[config.mk]
export PLATFORM = sky130hd
export DESIGN_NAME = arb_rr_lock
export DESIGN_NICKNAME = d
export VERILOG_FILES = /design/src/rtl/arb_rr_lock.sv
export SDC_FILE = /design/constraint.sdc
export NUM_CORES = 1
export LEC_CHECK = 0
export BUFFER_PORTS_ARGS = -buffer_cell sky130_fd_sc_hd__buf_2
export CORE_UTILIZATION = 45
export DETAILED_ROUTE_END_ITERATION = 10
export PLACE_DENSITY = 0.73
export SYNTH_ARGS = -nofsm -noshare
export SYNTH_HDL_FRONTEND = slang
export SYNTH_SLANG_ARGS = --single-unit
export TNS_END_PERCENT = 30
[constraint.sdc]
create_clock -name clk -period 1.6 [get_ports clk]
set_input_delay 0.24 -clock clk [delete_from_list [all_inputs] [get_ports clk]]
set_output_delay 0.24 -clock clk [all_outputs]
set_load 0.01 [all_outputs]
[src/rtl/arb_rr_lock.sv]
// N-way round-robin arbiter. A grant stays locked to its owner until done, request drop, or hold-limit expiry.
// Every release passes through one idle cycle before the next grant.
module arb_rr_lock #(
  parameter int N        = 4,
  parameter int IDW      = 2,
  parameter int MAX_HOLD = 16,
  parameter int CW       = 5
) (
  input  logic           clk,
  input  logic           rst,
  input  logic [N-1:0]   req,
  input  logic [N-1:0]   done,
  output logic [N-1:0]   gnt,
  output logic           busy,
  output logic [IDW-1:0] owner,
  output logic           expire
);

  typedef enum logic {IDLE, GRANT} state_t;

  localparam int unsigned  NU        = N;
  localparam logic [CW-1:0] HOLD_LAST = CW'((MAX_HOLD > 0) ? MAX_HOLD - 1 : 0);

  state_t         state, state_nx;
  logic [N-1:0]   gnt_nx;
  logic [IDW-1:0] owner_nx, ptr, ptr_nx;
  logic [CW-1:0]  hold_cnt, hold_nx;
  logic           expire_nx;

  logic           found;
  logic [IDW-1:0] winner;
  logic           rel_done, rel_req, rel_to;

  // Scan ptr, ptr+1, ..., wrapping modulo N; first set request wins.
  always_comb begin : pick
    int unsigned    idx;
    logic [IDW-1:0] idx_s;
    found  = 1'b0;
    winner = '0;
    idx    = 0;
    idx_s  = '0;
    for (int unsigned i = 0; i < NU; i++) begin
      idx = 32'(ptr) + i;
      if (idx >= NU) idx = idx - NU;
      idx_s = IDW'(idx);
      if (!found && req[idx_s]) begin
        found  = 1'b1;
        winner = idx_s;
      end
    end
  end

  always_comb begin
    rel_done = done[owner];
    rel_req  = !req[owner];
    rel_to   = (MAX_HOLD != 0) && (hold_cnt == HOLD_LAST);
  end

  always_comb begin
    state_nx  = state;
    gnt_nx    = gnt;
    owner_nx  = owner;
    ptr_nx    = ptr;
    hold_nx   = hold_cnt;
    expire_nx = 1'b0;
    unique case (state)
      IDLE: begin
        gnt_nx = '0;
        if (found) begin
          gnt_nx[winner] = 1'b1;
          owner_nx       = winner;
          hold_nx        = '0;
          state_nx       = GRANT;
        end
      end
      GRANT: begin
        if (rel_done || rel_req || rel_to) begin
          gnt_nx    = '0;
          state_nx  = IDLE;
          hold_nx   = '0;
          ptr_nx    = (owner == IDW'(N - 1)) ? '0 : owner + 1'b1;
          // Done or request drop outranks the timeout, so expire only flags a pure timeout.
          expire_nx = rel_to && !rel_done && !rel_req;
        end else begin
          hold_nx = (hold_cnt == '1) ? hold_cnt : hold_cnt + 1'b1;
        end
      end
      default: state_nx = IDLE;
    endcase
  end

  always_ff @(posedge clk or posedge rst) begin
    if (rst) begin
      state    <= IDLE;
      gnt      <= '0;
      owner    <= '0;
      ptr      <= '0;
      hold_cnt <= '0;
      expire   <= 1'b0;
    end else begin
      state    <= state_nx;
      gnt      <= gnt_nx;
      owner    <= owner_nx;
      ptr      <= ptr_nx;
      hold_cnt <= hold_nx;
      expire   <= expire_nx;
    end
  end

  assign busy = |gnt;

endmodule

==> run summary, run 1 <==
Status = finished, violations left
Failing checks = hold timing
Max IR drop VDD = 0.887 mV
Post-route ant nets = 0
Crit path capture type = flop
Min Tclk post-route = 1.58 ns
Util after Layout = 69.0%
Area occupied by multi-input gates = 569 µm²
Number of port buffers = 17
RSZ-0062 raised after global routing = yes
Number of diodes = 0
WL final = 2060 µm
Final hold vios = 2
Max Transition Viols Final = 0
Die Ht = 46.4 µm
Clk slew on worst S/H paths = 0.09 ns
First-pass GRT wire length = 3620 µm
CTS Hold Bufs = 0
Share of layout cells above drive strength 1 = 44.6%
CTS tree = done
CTS root buf = clkbuf_4
Synth area leaders = dfrtp_1 42%, ha_1 5.6%, mux4_2 5.1%, nand2b_1 4.2%, nor2b_1 4.2%
Static leakage = 0.601 nW
Max Clock Skew = 0.00542 ns
Avg WL per Cell = 14.1 µm
GR Overflow Total = 0
Yosys warns = 0
Cell area after layout = 1230 µm²
Total track usage = 24.9%
Most common cell after layout, fill and taps aside = buf_2
P&R area growth vs syn = 38.8%
Synth Instances = 85
Worst slew pin tran = 0.590 ns
Vias in the first global route = 802
Fmax = 0.631 GHz
Max Cap Viol = 0
Largest net degree at the start of global routing = 16
PnR Total Power = 1.74 mW
Netlist Area Pre-Place = 886 µm²
Worst Setup SP = hold_cnt[1]$_DFFE_PP0P_
Bufs on Longest Clock Path = 2
Die area = 2150 µm²
Final nets = 136
Worst-skew pair later-pin latency = 0.28 ns
Dpl ws = -0.0734 ns
Num CTS Buffers = 3
Final setup margin = 0.0153 ns
Drc violations = 0
Synth unique cells = 37
Cell row count = 15
Flops & latches, synth = 15
Initial antenna violation count = 0
CTS H-Tree Depth = 1
Filler instances = 147
Rel. slew slack = 60.6%
Die extent in x = 46.4 µm
Core area = 1780 µm²
Worst hold slack = -0.000373 ns
Tcrit/Tclk final = 99.0%
Placed instance area = 1120 µm²
Syn_nets = 99
I/O pin total = 18
Storage element area = 377 µm²
Seq/Total Area, Yosys = 42.4%
Most frequent cells in the layout = 17 x buf_2, 16 x buf_4, 14 x dfrtp_1
Drt first pass iters = 4
Routed vias = 800
CP Data Arrival Time = 1.75 ns
Routed vias/inst = 5.48
CTS Sinks = 15
WP data required = 1.77 ns
Detailed Route Iter0 Violations = 21
Kind of critical path = flop to flop
Final RePlAce weighted congestion = 0.810
Asr flop ratio synth = 100%
Worst R2R Start = hold_cnt[1]$_DFFE_PP0P_
Crit-path max FO = 4
Synth area leader = dfrtp_1
CP Launch Type = flop
HPWL after DPL = 1550 µm
HP Class = primary input to asynchronous set/reset pin
# setup viols final = 0
Main synth FF type = dfrtp_1
EDFF count, synth = 0
Pwr dens = 1410 nW/µm²
Post-synthesis average cell area = 10.4 µm²
Synth top area share = 42.4%
Initial Utilization = 49.7%
-- state kept, by name (all words and copies together) (netlist names) --
| signal | flops |
|---|---|
| expire | 1 |
| owner | 2 |
| hold_cnt | 5 |
| state | 1 |
| gnt | 4 |
| ptr | 2 |
-- per-layer routing --
layer	global-route usage (%)	wire length (µm)	share of wire [%]
met1	32.2	933	45
met2	38.9	985	48
met3	6.27	100	4.8
met4	11.2	42	2.0
met5	0	0	0
-- where the power goes --
part / internal (mW) / leakage, nW / total, mW / switching, mW
sequential: 0.503 / 0.195 / 0.652 / 0.149
clock: 0.0968 / 0.0150 / 0.220 / 0.123
combinational: 0.469 / 0.390 / 0.863 / 0.395
total: 1.07 / 0.601 / 1.74 / 0.666
-- worst max-delay path: stages (launching register included) --
cell and delay (ns):
dfrtp_1 0.42, ha_4 0.17, and3_4 0.19, ha_4 0.17, nand2b_4 0.14, and4_1 0.15
a22oi_2 0.14, o31ai_2 0.09
-- logic make-up after synthesis --
kind of cell	Yosys count	synth area share (%)
fa+ha+maj	4	5.65
mux	5	9.32
simple gates	35	22.7
buf+inv	6	2.54
compound gates	20	17.4
flops	15	42.4
-- cells in the mapped netlist, types with 2 or more instances --
library cell / count
nand2_1: 7
mux2_1: 2
nor2_1: 4
nand2b_1: 6
o2bb2ai_1: 2
ha_1: 4
mux4_2: 2
o21ai_1: 2
inv_1: 5
dfrtp_1: 15
o211ai_1: 2
a22o_1: 4
nor2b_1: 6
-- timing repair --
item / CTS / global route
setup endpoints to repair: 10 / 11
buffers inserted: 1 / 0
resized for setup: 10 / 5
pin swaps: 4 / 4
-- metrics by stage --
step | setup TNS [ns] | instances
finish | 0 | 146
global route | -0.285 | 146
CTS | 0 | 146
detailed placement | -0.235 | 142
global placement | -0.141 | 142
floorplan | -0.00682 | 85
-- final cells by class --
| type | count | share of cell area (%) |
|---|---|---|
| multi-input combinational | 64 | 46.3 |
| clock buffer | 4 | 2.14 |
| sequential | 15 | 30.6 |
| inverter | 5 | 1.73 |
| timing repair buffer | 33 | 16.7 |
| tap | 25 | 2.54 |
-- worst paths after layout --
kind,end,slack (ns),depth (start not counted)
max,hold_cnt[2]$_DFFE_PP0P_,0.02,7
min,hold_cnt[1]$_DFFE_PP0P_,-0.0004,2
max reg2reg,hold_cnt[2]$_DFFE_PP0P_,0.02,7
min reg2reg,gnt[0]$_DFFE_PP0P_,0.52,1
max in group asynchronous,owner[1]$_DFFE_PP0P_,1.18,2
min in group clk,gnt[0]$_DFFE_PP0P_,0.51,5
Power figures use the tool's default switching activity.
==> run 2: changes to the inputs <==
--- a/config.mk
+++ b/config.mk
@@ -6,6 +6,7 @@
 export NUM_CORES = 1
 export LEC_CHECK = 0
 export BUFFER_PORTS_ARGS = -buffer_cell sky130_fd_sc_hd__buf_2
+export CAP_MARGIN = 5
 export CORE_UTILIZATION = 45
 export DETAILED_ROUTE_END_ITERATION = 10
 export PLACE_DENSITY = 0.73
==> constraint.sdc (replaced) <==
create_clock -name clk -period 1.6 [get_ports clk]
set_input_delay 0.4 -clock clk [delete_from_list [all_inputs] [get_ports clk]]
set_output_delay 0.4 -clock clk [all_outputs]
set_load 0.01 [all_outputs]
==> run summary, run 2 (synthesized netlist as in run 1, its figures left out) <==
CP Data Arrival Time = 1.33 ns (was 1.75 ns)
Switching power share of the total = 39.5% (was 38.4%)
Worst R2R Start = hold_cnt[1]$_DFFE_PP0P_ (unchanged)
Num CTS Buffers = 3 (unchanged)
Cell row count = 15 (unchanged)
Initial Utilization = 49.7% (unchanged)
Kind of critical path = flop to output pin (was flop to flop)
Routed vias = 834 (was 800)
Total track usage = 23.6% (was 24.9%)
Pwr dens = 1410 nW/µm² (about the same)
Post-route ant nets = 0 (unchanged)
Drc violations = 0 (unchanged)
Die area = 2150 µm² (unchanged)
Dpl ws = -0.194 ns (was -0.0734 ns)
HPWL after DPL = 1600 µm (was 1550 µm)
CTS root buf = clkbuf_4 (unchanged)
RSZ-0062 raised after global routing = yes (unchanged)
Max Transition Viols Final = 0 (unchanged)
Number of diodes = 0 (unchanged)
Reg2Reg Setup Slack = -0.05 ns (was 0.02 ns)
Worst r2r dst = hold_cnt[2]$_DFFE_PP0P_ (unchanged)
Largest net degree at the start of global routing = 16 (unchanged)
Worst-skew pair later-pin latency = 0.29 ns (was 0.28 ns)
Worst Setup SP = gnt[0]$_DFFE_PP0P_ (was hold_cnt[1]$_DFFE_PP0P_)
Switching Power = 0.695 mW (was 0.666 mW)
Core area = 1780 µm² (unchanged)
Max Cap Viol = 0 (unchanged)
WP data required = 1.20 ns (was 1.77 ns)
Max Clock Skew = 0.00953 ns (was 0.00542 ns)
Top flop regs = hold_cnt x5, gnt x4 (unchanged)
HP Class = primary input to asynchronous set/reset pin (unchanged)
P&R area growth vs syn = 41.4% (was 38.8%)
WL final = 2170 µm (was 2060 µm)
Drt first pass iters = 4 (unchanged)
Register-to-Register Path Depth = 8 (was 7)
Vias in the first global route = 828 (was 802)
Tcrit/Tclk final = 108% (was 99.0%)
Initial antenna violation count = 0 (unchanged)
Rel. slew slack = 62.8% (was 60.6%)
First-pass GRT wire length = 3480 µm (was 3620 µm)
Bufs on Longest Clock Path = 2 (unchanged)
Cell internal pwr = 1.07 mW (about the same)
Clk slew on worst S/H paths = 0.10 ns (was 0.09 ns)
Reg power frac = 37.0% (was 37.6%)
Final RePlAce weighted congestion = 0.802 (was 0.810)
Die extent in x = 46.4 µm (unchanged)
CP Launch Type = flop (unchanged)
Worst Setup EP = busy (was hold_cnt[2]$_DFFE_PP0P_)
Final setup margin = -0.132 ns (was 0.0153 ns)
Clk pwr share = 12.4% (was 12.7%)
Final nets = 140 (was 136)
Min Tclk post-route = 1.73 ns (was 1.58 ns)
Die Ht = 46.4 µm (unchanged)
Max IR drop VDD = 0.997 mV (was 0.887 mV)
Most frequent cells in the layout = 20 x buf_4, 17 x buf_2, 14 x dfrtp_1 (was 17 x buf_2, 16 x buf_4, 14 x dfrtp_1)
Share of layout cells above drive strength 1 = 46.4% (was 44.6%)
CTS tree = done (unchanged)
CTS H-Tree Depth = 1 (unchanged)
Static leakage = 0.612 nW (was 0.601 nW)
Final hold vios = 0 (was 2)
Routed vias/inst = 5.56 (was 5.48)
Detailed Route Iter0 Violations = 13 (was 21)
Placed instance area = 1120 µm² (about the same)
I/O pin total = 18 (unchanged)
Failing checks = setup timing (was hold timing)
Crit-path max FO = 2 (was 4)
Worst slew pin tran = 0.558 ns (was 0.590 ns)
Number of port buffers = 17 (unchanged)
Largest register by flop count = hold_cnt (unchanged)
Most common cell after layout, fill and taps aside = buf_4 (was buf_2)
Avg WL per Cell = 14.5 µm (was 14.1 µm)
Largest register FFs = 5 (unchanged)
Combinational share of power = 50.6% (was 49.7%)
Crit path capture type = output pin (was flop)
Fmax = 0.577 GHz (was 0.631 GHz)
# setup viols final = 2 (was 0)
Cell area after layout = 1250 µm² (was 1230 µm²)
CTS Sinks = 15 (unchanged)
GR Overflow Total = 0 (unchanged)
Status = finished, violations left (unchanged)
[run 2: changes by cell type in the layout (fill, tap and decap cells not counted), sizes merged]
| cell | change |
|---|---|
| buf | +4 |
| clkbuf | -1 |
| clkinv | +1 |
[run 2: how the worst min path moves through the flow]
| stage | start | end | slack (ns) | cells after the start |
|---|---|---|---|---|
| after detailed placement | rst | gnt[1]$_DFFE_PP0P_ | 0.48 | 2 |
| after global placement | rst | gnt[0]$_DFFE_PP0P_ | 0.47 | 2 |
| after CTS | rst | gnt[0]$_DFFE_PP0P_ | 0.16 | 2 |
| after floorplan | rst | expire$_DFF_PP0_ | 0.30 | 1 |
| final | rst | gnt[1]$_DFFE_PP0P_ | 0.14 | 2 |
| after global routing | rst | gnt[1]$_DFFE_PP0P_ | 0.20 | 2 |
[run 2: power groups by stage]
stage | sequential, mW | clock, mW | combinational (mW)
6_report | 0.652 | 0.218 | 0.890
5_1_grt | 0.675 | 0.239 | 0.969
4_1_cts | 0.636 | 0.223 | 0.847
3_5_place_dp | 0.647 | 0 | 0.760
3_3_place_gp | 0.639 | 0 | 0.743
2_1_floorplan | 0.660 | 0 | 0.413
[run 2: final cells by class]
type	count	area, µm²
Clock buffer	3	22.5
Clock inverter	1	5.00
Fill cell	136	531
Inverter	5	18.8
Multi-Input combinational cell	64	563
Sequential cell	15	377
Tap cell	25	31.3
Timing Repair Buffer	37	235
[run 2: through the flow]
stage | power, mW | utilization (%) | cells | hold WS, ns | setup TNS (ns)
final | 1.76 | 70.2 | 150 | 0.140 | -0.181
after global routing | 1.88 | 70.2 | 150 | 0.201 | -0.527
after CTS | 1.71 | 66.9 | 149 | 0.163 | -0.698
after detailed placement | 1.41 | 62.9 | 142 | 0.480 | -1.73
after global placement | 1.38 | 62.9 | 142 | 0.474 | -1.39
after floorplan | 1.07 | - | 85 | 0.301 | -0.116
[run 2: worst max-delay path, stage by stage (launching register included)]
cell and delay, ns:
dfrtp_1 0.39, or4_1 0.51, buf_2 0.15
[run 2: timing repair]
item,CTS,global route
gates resized for setup,6,9
setup endpoints to repair,12,13
buffers inserted,3,1
pin swaps,2,5
hold buffers,0,0
[run 2: routing by layer]
layer	part of all wire (%)	up-vias	GRT usage (%)	routed length (µm)
li1	-	396	-	-
met1	46	411	31.6	1000
met2	49	19	37.2	1060
met3	2.9	8	3.53	63
met4	2.2	0	10.6	48
met5	0	-	0	0
